## src/rtl/score_accumulator_pkg.sv

```systemverilog
// Shared definitions for the output-layer score accumulator: class count,
// class index width, FSM encoding and the packed Num field layout.
package score_accumulator_pkg;

  localparam int NUM_CLASSES = 10;
  localparam int CLASS_IDX_W = 4;

  typedef enum logic {
    ACCUM = 1'b0,
    HOLD  = 1'b1
  } state_e;

  // Class k occupies Num[field_lsb(k, w) +: w].
  function automatic int field_lsb(input int k, input int w);
    return k * w;
  endfunction

endpackage

```

## src/rtl/score_accumulator_acc_add.sv

```systemverilog
// Signed accumulator adder, combinational; the increment is sign-extended to the sum width.
// Wraps modulo 2^NUM_SIZE, or saturates and reports it when SCORE_ACC_SAT_EN is defined.
module acc_add #(
  parameter int NUM_SIZE = 26,
  parameter int IN_SIZE  = 16
) (
  input  logic [NUM_SIZE-1:0] acc_i,
  input  logic [IN_SIZE-1:0]  inc_i,
  output logic [NUM_SIZE-1:0] sum_o
`ifdef SCORE_ACC_SAT_EN
  ,
  output logic                sat_o
`endif
);

`ifdef SCORE_ACC_SAT_EN
  logic [NUM_SIZE:0] wide_sum;
  logic              ovf;

  // One guard bit: overflow shows up as disagreement between the top two bits.
  assign wide_sum = {acc_i[NUM_SIZE-1], acc_i}
                  + {{(NUM_SIZE + 1 - IN_SIZE){inc_i[IN_SIZE-1]}}, inc_i};
  assign ovf      = wide_sum[NUM_SIZE] ^ wide_sum[NUM_SIZE-1];
  assign sat_o    = ovf;

  always_comb begin
    sum_o = wide_sum[NUM_SIZE-1:0];
    if (ovf) begin
      sum_o = wide_sum[NUM_SIZE] ? {1'b1, {(NUM_SIZE-1){1'b0}}}
                                 : {1'b0, {(NUM_SIZE-1){1'b1}}};
    end
  end
`else
  logic [NUM_SIZE-1:0] inc_ext;

  assign inc_ext = {{(NUM_SIZE - IN_SIZE){inc_i[IN_SIZE-1]}}, inc_i};
  assign sum_o   = acc_i + inc_ext;
`endif

endmodule

```

## src/rtl/score_accumulator.sv

```systemverilog
// Per-class running sums of a tagged partial-product stream; Num/NumValid 1 cycle after the InLast beat.
// InReady drops while a frame is held for the argmax stage; SCORE_ACC_SAT_EN selects saturating adds.
module score_accumulator
  import score_accumulator_pkg::*;
#(
  parameter int NUM_SIZE = 26,
  parameter int IN_SIZE  = 16
) (
  input  logic                            clk,
  input  logic                            GlobalReset,
  input  logic                            InValid,
  output logic                            InReady,
  input  logic [CLASS_IDX_W-1:0]          InClass,
  input  logic [IN_SIZE-1:0]              InData,
  input  logic                            InLast,
  output logic [NUM_SIZE*NUM_CLASSES-1:0] Num,
  output logic                            NumValid,
  input  logic                            NumReady,
  output logic                            BadClass,
  output logic [15:0]                     BeatCount
`ifdef SCORE_ACC_SAT_EN
  ,
  output logic                            SatFlag
`endif
);

  state_e                            state_q, state_d;
  logic [NUM_SIZE-1:0]               acc_q [NUM_CLASSES];
  logic [NUM_SIZE-1:0]               acc_d [NUM_CLASSES];
  logic [NUM_SIZE*NUM_CLASSES-1:0]   num_q, num_d;
  logic                              bad_q, bad_d;
  logic [15:0]                       beat_q, beat_d;
  logic [NUM_SIZE-1:0]               add_op;
  logic [NUM_SIZE-1:0]               add_sum;
  logic                              class_ok;
  logic                              accept;

  assign class_ok = (InClass < CLASS_IDX_W'(NUM_CLASSES));
  assign accept   = InValid && (state_q == ACCUM);

  // Single shared adder; out-of-range classes read zero and never write back.
  always_comb begin
    add_op = '0;
    for (int k = 0; k < NUM_CLASSES; k++) begin
      if (InClass == CLASS_IDX_W'(k)) add_op = acc_q[k];
    end
  end

`ifdef SCORE_ACC_SAT_EN
  logic add_sat;
  logic sat_q, sat_d;

  acc_add #(.NUM_SIZE(NUM_SIZE), .IN_SIZE(IN_SIZE)) u_acc_add (
    .acc_i (add_op),
    .inc_i (InData),
    .sum_o (add_sum),
    .sat_o (add_sat)
  );

  always_comb begin
    sat_d = sat_q;
    if (accept && class_ok && add_sat) sat_d = 1'b1;
  end

  always_ff @(posedge clk) begin
    if (!GlobalReset) sat_q <= 1'b0;
    else              sat_q <= sat_d;
  end

  assign SatFlag = sat_q;
`else
  acc_add #(.NUM_SIZE(NUM_SIZE), .IN_SIZE(IN_SIZE)) u_acc_add (
    .acc_i (add_op),
    .inc_i (InData),
    .sum_o (add_sum)
  );
`endif

  always_comb begin
    state_d = state_q;
    acc_d   = acc_q;
    num_d   = num_q;
    bad_d   = bad_q;
    beat_d  = beat_q;
    case (state_q)
      ACCUM: begin
        if (accept) begin
          beat_d = beat_q + 16'd1;
          if (class_ok) begin
            for (int k = 0; k < NUM_CLASSES; k++) begin
              if (InClass == CLASS_IDX_W'(k)) acc_d[k] = add_sum;
            end
          end else begin
            bad_d = 1'b1;
          end
          // Snapshot includes the final beat's add.
          if (InLast) begin
            state_d = HOLD;
            for (int k = 0; k < NUM_CLASSES; k++) begin
              num_d[field_lsb(k, NUM_SIZE) +: NUM_SIZE] = acc_d[k];
            end
          end
        end
      end
      HOLD: begin
        if (NumReady) begin
          state_d = ACCUM;
          beat_d  = '0;
          for (int k = 0; k < NUM_CLASSES; k++) acc_d[k] = '0;
        end
      end
      default: state_d = ACCUM;
    endcase
  end

  always_ff @(posedge clk) begin
    if (!GlobalReset) begin
      state_q <= ACCUM;
      num_q   <= '0;
      bad_q   <= 1'b0;
      beat_q  <= '0;
      for (int k = 0; k < NUM_CLASSES; k++) acc_q[k] <= '0;
    end else begin
      state_q <= state_d;
      num_q   <= num_d;
      bad_q   <= bad_d;
      beat_q  <= beat_d;
      acc_q   <= acc_d;
    end
  end

  assign InReady   = (state_q == ACCUM);
  assign NumValid  = (state_q == HOLD);
  assign Num       = num_q;
  assign BadClass  = bad_q;
  assign BeatCount = beat_q;

endmodule

```

## config.mk

```make
export PLATFORM = sky130hd
export DESIGN_NAME = score_accumulator
export DESIGN_NICKNAME = d
export VERILOG_FILES = /design/src/rtl/score_accumulator_pkg.sv /design/src/rtl/score_accumulator_acc_add.sv /design/src/rtl/score_accumulator.sv
export SDC_FILE = /design/constraint.sdc
export NUM_CORES = 1
export LEC_CHECK = 0
export ABC_AREA = 1
export CORE_MARGIN = 2
export CORE_UTILIZATION = 45
export CTS_CLUSTER_SIZE = 30
export DETAILED_ROUTE_END_ITERATION = 10
export GPL_TIMING_DRIVEN = 0
export PLACE_DENSITY = 0.66
export SLEW_MARGIN = 20
export SYNTH_ARGS = -nofsm -noshare
export SYNTH_HDL_FRONTEND = slang
export SYNTH_SLANG_ARGS = --single-unit
```

## constraint.sdc

```tcl
create_clock -name clk -period 5.8 [get_ports clk]
set_input_delay 0.58 -clock clk [delete_from_list [all_inputs] [get_ports clk]]
set_output_delay 0.58 -clock clk [all_outputs]
set_load 0.03 [all_outputs]
```

==> Yosys cells after proc, flatten, opt, wreduce, memory -nomap -nowiden <==
Index checks and enable logic that the tools add are counted.
{ "word_totals": {"register_bits": 538, "word_cells": 66} }
{ "op_classes": {"n_lt_le_gt_ge": 1, "n_mux": 31, "n_eq_ne": 11, "reduce_logical": 5, "n_addsub": 2, "bitwise": 2} }
{ "op_table": {"columns": ["op", "n"], "rows": [
  ["$mux W260", 3],
  ["$mux W26", 20],
  ["$pmux W260 S2", 1],
  ["$mux W16", 2],
  ["$pmux W16 S2", 1],
  ["$add A26 B26 Y26", 1],
  ["$add A16 B1 Y16 const B", 1],
  ["$eq A4 B3 Y1 const B", 4],
  ["$eq A4 B2 Y1 const B", 2],
  ["$eq A4 B4 Y1 const B", 2],
  ["$reduce_and A3 Y1", 2],
  ["$eq A4 B1 Y1 const B", 1],
  ["$logic_not A4 Y1", 1],
  ["$lt A4 B4 Y1 const B", 1],
  ["$mux W1", 3],
  ["$ne A2 B1 Y1 const B", 1],
  ["$ne A2 B2 Y1 const B", 1],
  ["$not A1 Y1", 2],
  ["$pmux W1 S2", 1],
  ["$reduce_and A2 Y1", 1],
  ["$logic_and A1 B1 Y1", 1]
]} }

==> Depth between registers and ports, before layout <==
Gate-level depths: netlist of the first run.
{ "logic_depth": {"word_depth": 16, "ltp_mapped": 29, "mapped_depth_nobuf": 29} }

==> Cells and area by module <==
From an unflattened synthesis of the first run, not the netlist that was laid out.
{ "hier_totals": {"cells_unflattened": 4120, "hier_area_um2": 26571.7} }
{ "by_module_without_submodules": {"columns": ["mod", "area_per_inst_um2", "seq_area_each_um2", "cells_each", "instances"], "rows": [
  ["score_accumulator", 24756.2, 10770.3, 3756, 1],
  ["acc_add", 1815.5, 0.0, 364, 1]
]} }

==> Worst setup path before layout of the first run <==
Ideal clock, no wire load.
{ "synth_path": {"kind": "input to register", "from": "in InClass[1]", "to": "reg num_q[254], in the netlist Num[254]", "setup_ps": 114, "arrival_time_ps": 3661, "setup_slack_ps": 2025, "required_time_ps": 5686, "path_buffers": 2, "path_stages": 25, "path_cell_list": "inv_1 -> nor2_1 -> nand2_1 -> buf_2 -> buf_2 -> nand3_1 -> o21ai_0 -> nand2_1 -> a221oi_1 -> nand4_1 -> o21ai_0 -> inv_1 -> ha_1 -> fa_1 -> nand3_1 -> nand2_1 -> nand2_1 -> nand3_2 -> nand2_1 -> nand2_1 -> a21o_4 -> xnor2_4 -> o21ai_2 -> o21bai_1 -> inv_1"} }
{ "synth_between": {"elab_chain_len": 14} }
{ "synth_lines": {"columns": ["item", "line_no", "source"], "rows": [
  ["start, declared", "score_accumulator.sv:13", "input logic [CLASS_IDX_W-1:0] InClass,"],
  ["$logic_not A4 Y1", "score_accumulator.sv:45", "if (InClass == CLASS_IDX_W'(k)) add_op = acc_q[k];"],
  ["$mux W26 (10 in a row)", "score_accumulator.sv:45", null],
  ["$add A26 B26 Y26", "score_accumulator_acc_add.sv:37", "assign sum_o = acc_i + inc_ext;"],
  ["$mux W26", "score_accumulator.sv:91", "if (InClass == CLASS_IDX_W'(k)) acc_d[k] = add_sum;"],
  ["$mux W260 *", "score_accumulator.sv:89", "if (class_ok) begin"],
  ["end signal, assigned", "score_accumulator.sv:125", "num_q <= num_d;"],
  ["end, declared", "score_accumulator.sv:30", "logic [NUM_SIZE*NUM_CLASSES-1:0] num_q, num_d;"]
]} }
Mark *: on every way between the ends. The rest lies on a longest branch, timed or not.
A chain may end at the register's enable or synchronous reset.

==> Worst setup path in the final report of the first run <==
{ "layout_path": {"from": "in InClass[3]", "to": "reg num_q[150], in the netlist Num[150]"} }
The elaborated chain is that of the path after synthesis.

==> results of run 1 <==
what timing repair did:
| action | in CTS | in global routing |
|---|---|---|
| setup endpoints to repair | 0 | 5 |
| resized for setup | 0 | 1 |
| endpoints found under the hold margin | 0 | 0 |
per-stage QoR:
stage / power [W] / util [%]
after floorplan: 0.00495 / -
final: 0.00961 / 56.1
after CTS: 0.00958 / 56.1
after global routing: 0.00987 / 56.1
after global placement: 0.00565 / 52.4
after detailed placement: 0.00568 / 52.6
power by group:
part	internal (W)	total [W]	switching (W)	leakage, nW
sequential	0.00385	0.00396	0.000105	4.38
clock	0.00233	0.00396	0.00162	1.00
combinational	0.000514	0.00169	0.00118	8.25
total	0.00670	0.00961	0.00291	13.6
sequential cells by signal (all words and copies together) (netlist names):
signal / count
BadClass: 1
BeatCount: 16
Num: 260
NumValid: 1
acc_q: 260
synth_stat cells, drive strengths merged:
| library cell | count | area (µm²) |
|---|---|---|
| nand2 | 949 | 3590 |
| dfxtp | 538 | 10800 |
| o21ai | 441 | 2250 |
| inv | 406 | 1520 |
| a21oi | 336 | 1700 |
| nand3 | 214 | 1220 |
| clkbuf | 198 | 743 |
| o21bai | 127 | 953 |
| nor2 | 85 | 342 |
| or2 | 63 | 394 |
| buf | 61 | 274 |
| a21o | 57 | 435 |
| o211ai | 45 | 338 |
| o21a | 36 | 270 |
| o22ai | 32 | 200 |
| ha | 26 | 325 |
| a31oi | 21 | 131 |
| nand4 | 21 | 144 |
| a221oi | 13 | 114 |
| nor3 | 12 | 60.1 |
| o221ai | 7 | 61.3 |
| o2111ai | 6 | 52.6 |
| xnor2 | 6 | 78.8 |
| xor2 | 6 | 60.1 |
| nor3b | 4 | 35.0 |
| clkinv | 3 | 11.3 |
| a211oi | 2 | 15.0 |
| and3 | 2 | 12.5 |
| nor4 | 2 | 18.8 |
| a21boi | 1 | 7.51 |
| a22oi | 1 | 7.51 |
| a311oi | 1 | 8.76 |
| fa | 1 | 20.0 |
| o31ai | 1 | 7.51 |
metal layers:
| layer | GRT usage, % | share of wire [%] | up-vias |
|---|---|---|---|
| met4 | 14.2 | 4.4 | 4 |
| met1 | 48.3 | 42 | 12700 |
| met3 | 6.25 | 11 | 249 |
| met2 | 50.3 | 42 | 1651 |
| li1 | - | - | 13000 |
| met5 | 0 | 0.024 | - |
cell families after synthesis:
logic type	count (synthesis)	share of synthesized area, %
buf+inv	668	9.75
simple gates	1352	22.2
compound gates	1127	25.0
fa+ha+maj	27	1.32
flops	538	41.2
xor+xnor	12	0.531
how the worst max path moves through the flow:
| stage | start | to | slack (ns) | cells after the start |
|---|---|---|---|---|
| 2_1_floorplan | InClass[1] | Num[254] | 2.03 | 25 |
| 3_3_place_gp | InClass[3] | Num[88] | -0.77 | 24 |
| 3_5_place_dp | InClass[3] | Num[92] | -0.26 | 25 |
| 4_1_cts | InClass[3] | Num[92] | 0.38 | 25 |
| 5_1_grt | InClass[3] | Num[252] | 0.08 | 29 |
| 6_report | InClass[3] | Num[150] | 0.28 | 25 |
cell usage in the layout, fill, tap and decap left out, drive strengths merged, types with 26 or more instances in the layout:
cell type / Yosys / final
a21o: 57 / 57
a21oi: 336 / 336
buf: 61 / 66
clkbuf: 198 / 283
clkdlybuf4s50: 0 / 302
dfxtp: 538 / 538
ha: 26 / 26
inv: 406 / 407
nand2: 949 / 949
nand3: 214 / 214
nor2: 85 / 85
o211ai: 45 / 45
o21a: 36 / 36
o21ai: 441 / 441
o21bai: 127 / 127
o22ai: 32 / 32
or2: 63 / 63
area by class of cell:
class	count	area (µm²)	share of cell area, %
Buffer	259	1020	3.16
Clock buffer	85	1730	5.36
Clock inverter	22	292	0.902
Inverter	409	1540	4.75
Multi-Input combinational cell	2518	12900	40.0
Sequential cell	538	10800	33.3
Tap cell	765	957	2.96
Timing Repair Buffer	307	3080	9.53
critical path, delay by kind of cell:
| family | cells | cell delay (ns) |
|---|---|---|
| xor gates and xnor gates | 1 | 0.57 |
| and+or+nand+nor | 10 | 1.62 |
| adders and majority gates | 1 | 0.37 |
| buffers and inverters | 6 | 1.28 |
| AOI/OAI and AO/OA | 7 | 1.59 |
==> impl_results.md, run 1 <==
* Status: completed
* Crit-path max FO at 10
* Via density at 5.64
* Min-delay worst type: register to register
* Die Ht at 245 µm
* Worst slack, placed at -0.262 ns
* Setup tns final at 0 ns
* Synthesis-to-layout area growth at 23.4%
* Grt ovf at 0
* HPWL after DPL at 80.8 mm
* Worst slew margin at 21.8%
* Die Width at 245 µm
* Synth Register Bits at 538
* Measured slew at the worst slew-check pin at 1.17 ns
* Antenna viol nets, final at 0
* Nets@finish at 4142
* Max stage delay on crit path at 0.58 ns
* CP startpoint kind: primary input
* WP data required at 6.31 ns
* Largest net degree at the start of global routing at 16
* First-pass GRT wire length at 154 mm
* Shortest period the worst path allows at 5.52 ns
* WL/cell at 21.5 µm
* WL final at 106 mm
* Drt drc at 0
* Mapped cell area at 0.0262 mm²
* Period utilization at 95.2%
* CP arrival at 6.03 ns
* Hold path depth at 2
* Initial antenna violation count at 3
* Non-Filler Instances at 4903
* Post-CTS Setup Bufs at 0
* Cell Pwr Density at 297 mW/mm²
* Synthesized Nets at 3776
* CTS Root Buffer Type: clkbuf_16
* Setup crit end kind: register
* Slew Limit Fails at 0
* RePlAce Congestion at 0.992
* Core area at 0.0576 mm²
* Setup Viol. Count Final at 0
* Clock insertion delay at the later pin of the skew report at 0.65 ns
* R2r endpoint: Num[150]
* Reg2reg start: acc_q[239]
* CTS buffer count at 57
* Initial DRT Pass Iterations at 8
* Clk slew on worst S/H paths at 0.06 ns
* Max-Cap Viols at 0
* Vias in the first global route at 24400
* Vias after detailed routing at 27600
* Static leakage at 13.6 nW
* Hold Slack at 0.464 ns
* Yosys cell types at 55
* Design area at 0.0323 mm²
* CP Class: primary input to register
* Maximum vdd drop at 0.224 mV
* R2r setup slk at 1.44 ns
* Die area at 0.0601 mm²
* DRT iter0 DRCs at 3616
* Synth Area per Inst at 7.03 µm²
* H-tree depth at 2
* Worst path most repeated cell: nand2_1
* Sequential-to-total area share from yosys stat at 41.2%
* Hold-fix buffers, CTS at 0
* # port buffers at 302
* Clock tree buffer depth at 3
* Hold Startpoint: acc_q[210]
* Final Hold Viols at 0
* Area after DPL at 0.0303 mm²
* Final worst setup slack at 0.279 ns
* Clock Sinks at 538
* RSZ-0062 raised after global routing: no
* Min-Delay Endpoint: acc_q[210]
* Top-level port count at 304
* Syn Inst Count at 3724
* Fill cell count at 5619
* Fmax achieved at 181 MHz
* # rows at 88
* Synth Warn # at 0
* Slowest-stage cell, CP: clkdlybuf4s50_1
* Starting Density at 45.4%
* Reg2Reg Depth at 20
* Clock tree from TritonCTS: done
* Total GRT Usage at 34.0%
* Placed instance count at 4796
* # diodes at 0
* Clock Skews at 0.0337 ns
* Share of post-route cells with drive strength above 1 at 6.26%
No activity file was read; power rests on OpenSTA's default activity.
==> run 2: changes to the inputs <==
Settings changed: PLACE_DENSITY 0.66 to 0.76.
==> run 2 against run 1 <==
  * Clock power about the same
  * Die area unchanged
  * Sequential power about the same
  * Clock skew decreased by 0.014 ns
  * Worst hold slack got worse by 0.0017 ns
  * Flip-flop and latch count unchanged
  * Largest power group unchanged
  * Highest routed layer unchanged
==> impl_results.md, run 2 (synthesized netlist as in run 1, its figures left out) <==
* CP startpoint kind: primary input
* Die Ht at 245 µm (unchanged)
* CP Class: primary input to register
* Setup tns final at 0 ns (unchanged)
* Clock insertion delay at the later pin of the skew report at 0.63 ns (-0.02 ns)
* WP data required at 6.32 ns (about the same)
* Via density at 5.72 (+1.4%)
* Vias after detailed routing at 28000 (+1.3%)
* # rows at 88 (unchanged)
* Worst slew margin at 20.2% (-1.6 points)
* Maximum vdd drop at 0.238 mV (+6.2%)
* Final Hold Viols at 0 (unchanged)
* Clock Sinks at 538 (unchanged)
* Status: completed
* Most frequent cells in the layout: nand2_1, dfxtp_1, inv_1
* Fmax achieved at 179 MHz (-0.93%)
* CTS buffer count at 57 (unchanged)
* Clock Skews at 0.0193 ns (-0.0144 ns)
* Initial antenna violation count at 1 (-2)
* Crit-path max FO at 10 (unchanged)
* CTS Root Buffer Type: clkbuf_16
* Hold Slack at 0.462 ns (-0.00173 ns)
* Top-level port count at 304 (unchanged)
* Starting Density at 45.4% (unchanged)
* Largest net degree at the start of global routing at 15 (-1)
* HPWL after DPL at 79.8 mm (-1.2%)
* Cell Pwr Density at 297 mW/mm² (about the same)
* Antenna viol nets, final at 0 (unchanged)
* Total power at 0.00958 W (-0.28%)
* Die Width at 245 µm (unchanged)
* DRT iter0 DRCs at 3932 (+8.7%)
* Die area at 0.0601 mm² (unchanged)
* Setup crit end kind: register
* Fill cell count at 5367 (-4.5%)
* Shortest period the worst path allows at 5.57 ns (+0.0516 ns)
* Post-CTS Setup Bufs at 0 (unchanged)
* RSZ-0062 raised after global routing: no
* Drt drc at 0 (unchanged)
* CP arrival at 6.10 ns (+0.07 ns)
* RePlAce Congestion at 1.02 (+2.4%)
* H-tree depth at 2 (unchanged)
* First-pass GRT wire length at 154 mm (-0.17%)
* Total GRT Usage at 33.6% (-0.38 points)
* Core area at 0.0576 mm² (unchanged)
* Clk slew on worst S/H paths at 0.06 ns (about the same)
* WL final at 105 mm (-0.52%)
* Setup Viol. Count Final at 0 (unchanged)
* Slew Limit Fails at 0 (unchanged)
* Min-delay worst type: register to register
* Reg area at 0.0108 mm² (unchanged)
* Vias in the first global route at 25400 (+4.3%)
* WL/cell at 21.4 µm (-0.42%)
* Initial DRT Pass Iterations at 7 (-1)
* Synthesis-to-layout area growth at 23.1%
* Fin util at 56.0% (-0.15 points)
* Clock tree from TritonCTS: done
* Share of post-route cells with drive strength above 1 at 6.00% (-0.26 points)
* Max-Cap Viols at 0 (unchanged)
* Hold-fix buffers, CTS at 0 (unchanged)
* Grt ovf at 0 (unchanged)
* Period utilization at 96.1% (+0.89 points)
* Nets@finish at 4140 (-0.048%)
* Post-CTS sizing at 0 (unchanged)
* Most common cell after layout, fill and taps aside: nand2_1
* Measured slew at the worst slew-check pin at 1.20 ns (+0.0283 ns)
* Clock tree buffer depth at 3 (unchanged)
* # port buffers at 302 (unchanged)
* Area of the multi-input gates at 0.0129 mm² (about the same)
* Static leakage at 13.6 nW (-0.37%)
run 2: critical path, cell delays in order:
cell and delay [ns]:
clkdlybuf4s50_1 0.57, nor2_1 0.13, nand2_1 0.31, inv_1 0.12, clkbuf_1 0.29, nand2_1 0.14, nand3_1 0.09, o21ai_0 0.10
nand2_1 0.12, a221oi_1 0.42, nand4_1 0.21, o21ai_0 0.14, inv_1 0.07, ha_1 0.23, fa_1 0.45, nand3_1 0.11
nand2_1 0.13, a21oi_1 0.17, o21ai_1 0.14, nand2_1 0.09, nand2_1 0.11, xnor2_2 0.76, o21ai_1 0.32, o21bai_1 0.22
inv_1 0.06
run 2: final cells by class:
class,count,area share [%]
clock inverter,24,1.13
inverter,409,4.76
multi-input combinational,2518,40.1
sequential,538,33.4
antenna,1,0.00777
clock buffer,79,4.99
timing repair buffer,305,9.49
tap,765,2.97
buffer,259,3.16
run 2: path summary, 6_finish.rpt:
path                   start         to  slack (ns)  cells past startpoint
hold reg to reg    acc_q[11]  acc_q[11]        0.46                      2
setup reg to reg  acc_q[234]   Num[170]        1.33                     20
setup / recovery  InClass[3]   Num[170]        0.23                     25
hold / removal     acc_q[11]  acc_q[11]        0.46                      2
run 2: power by group:
part,leakage [nW],total [W],internal (W),switching [W]
clock,0.973,0.00394,0.00233,0.00161
combinational,8.23,0.00168,0.000507,0.00117
sequential,4.38,0.00396,0.00385,0.000108
total,13.6,0.00958,0.00669,0.00289
run 2: metal layers:
layer  track usage (%)  share of wire [%]  vias to the layer above  routed length, µm
met5                 0              0.014                        -                 15
li1                  -                  -                    13000                  -
met3              7.51                 13                      324              13500
met4              17.9                5.8                        2               6090
met2              49.8                 42                     1780              43900
met1              45.4                 40                    12900              41500
run 2: stage by stage:
stage / area (µm²) / cells / setup slack (ns)
after global routing: 32200 / 4897 / 0.0716
after floorplan: 26200 / 3724 / 2.03
after CTS: 32200 / 4897 / 0.410
after detailed placement: 30200 / 4794 / -0.204
after global placement: 30200 / 4791 / -0.833
final: 32200 / 4898 / 0.228
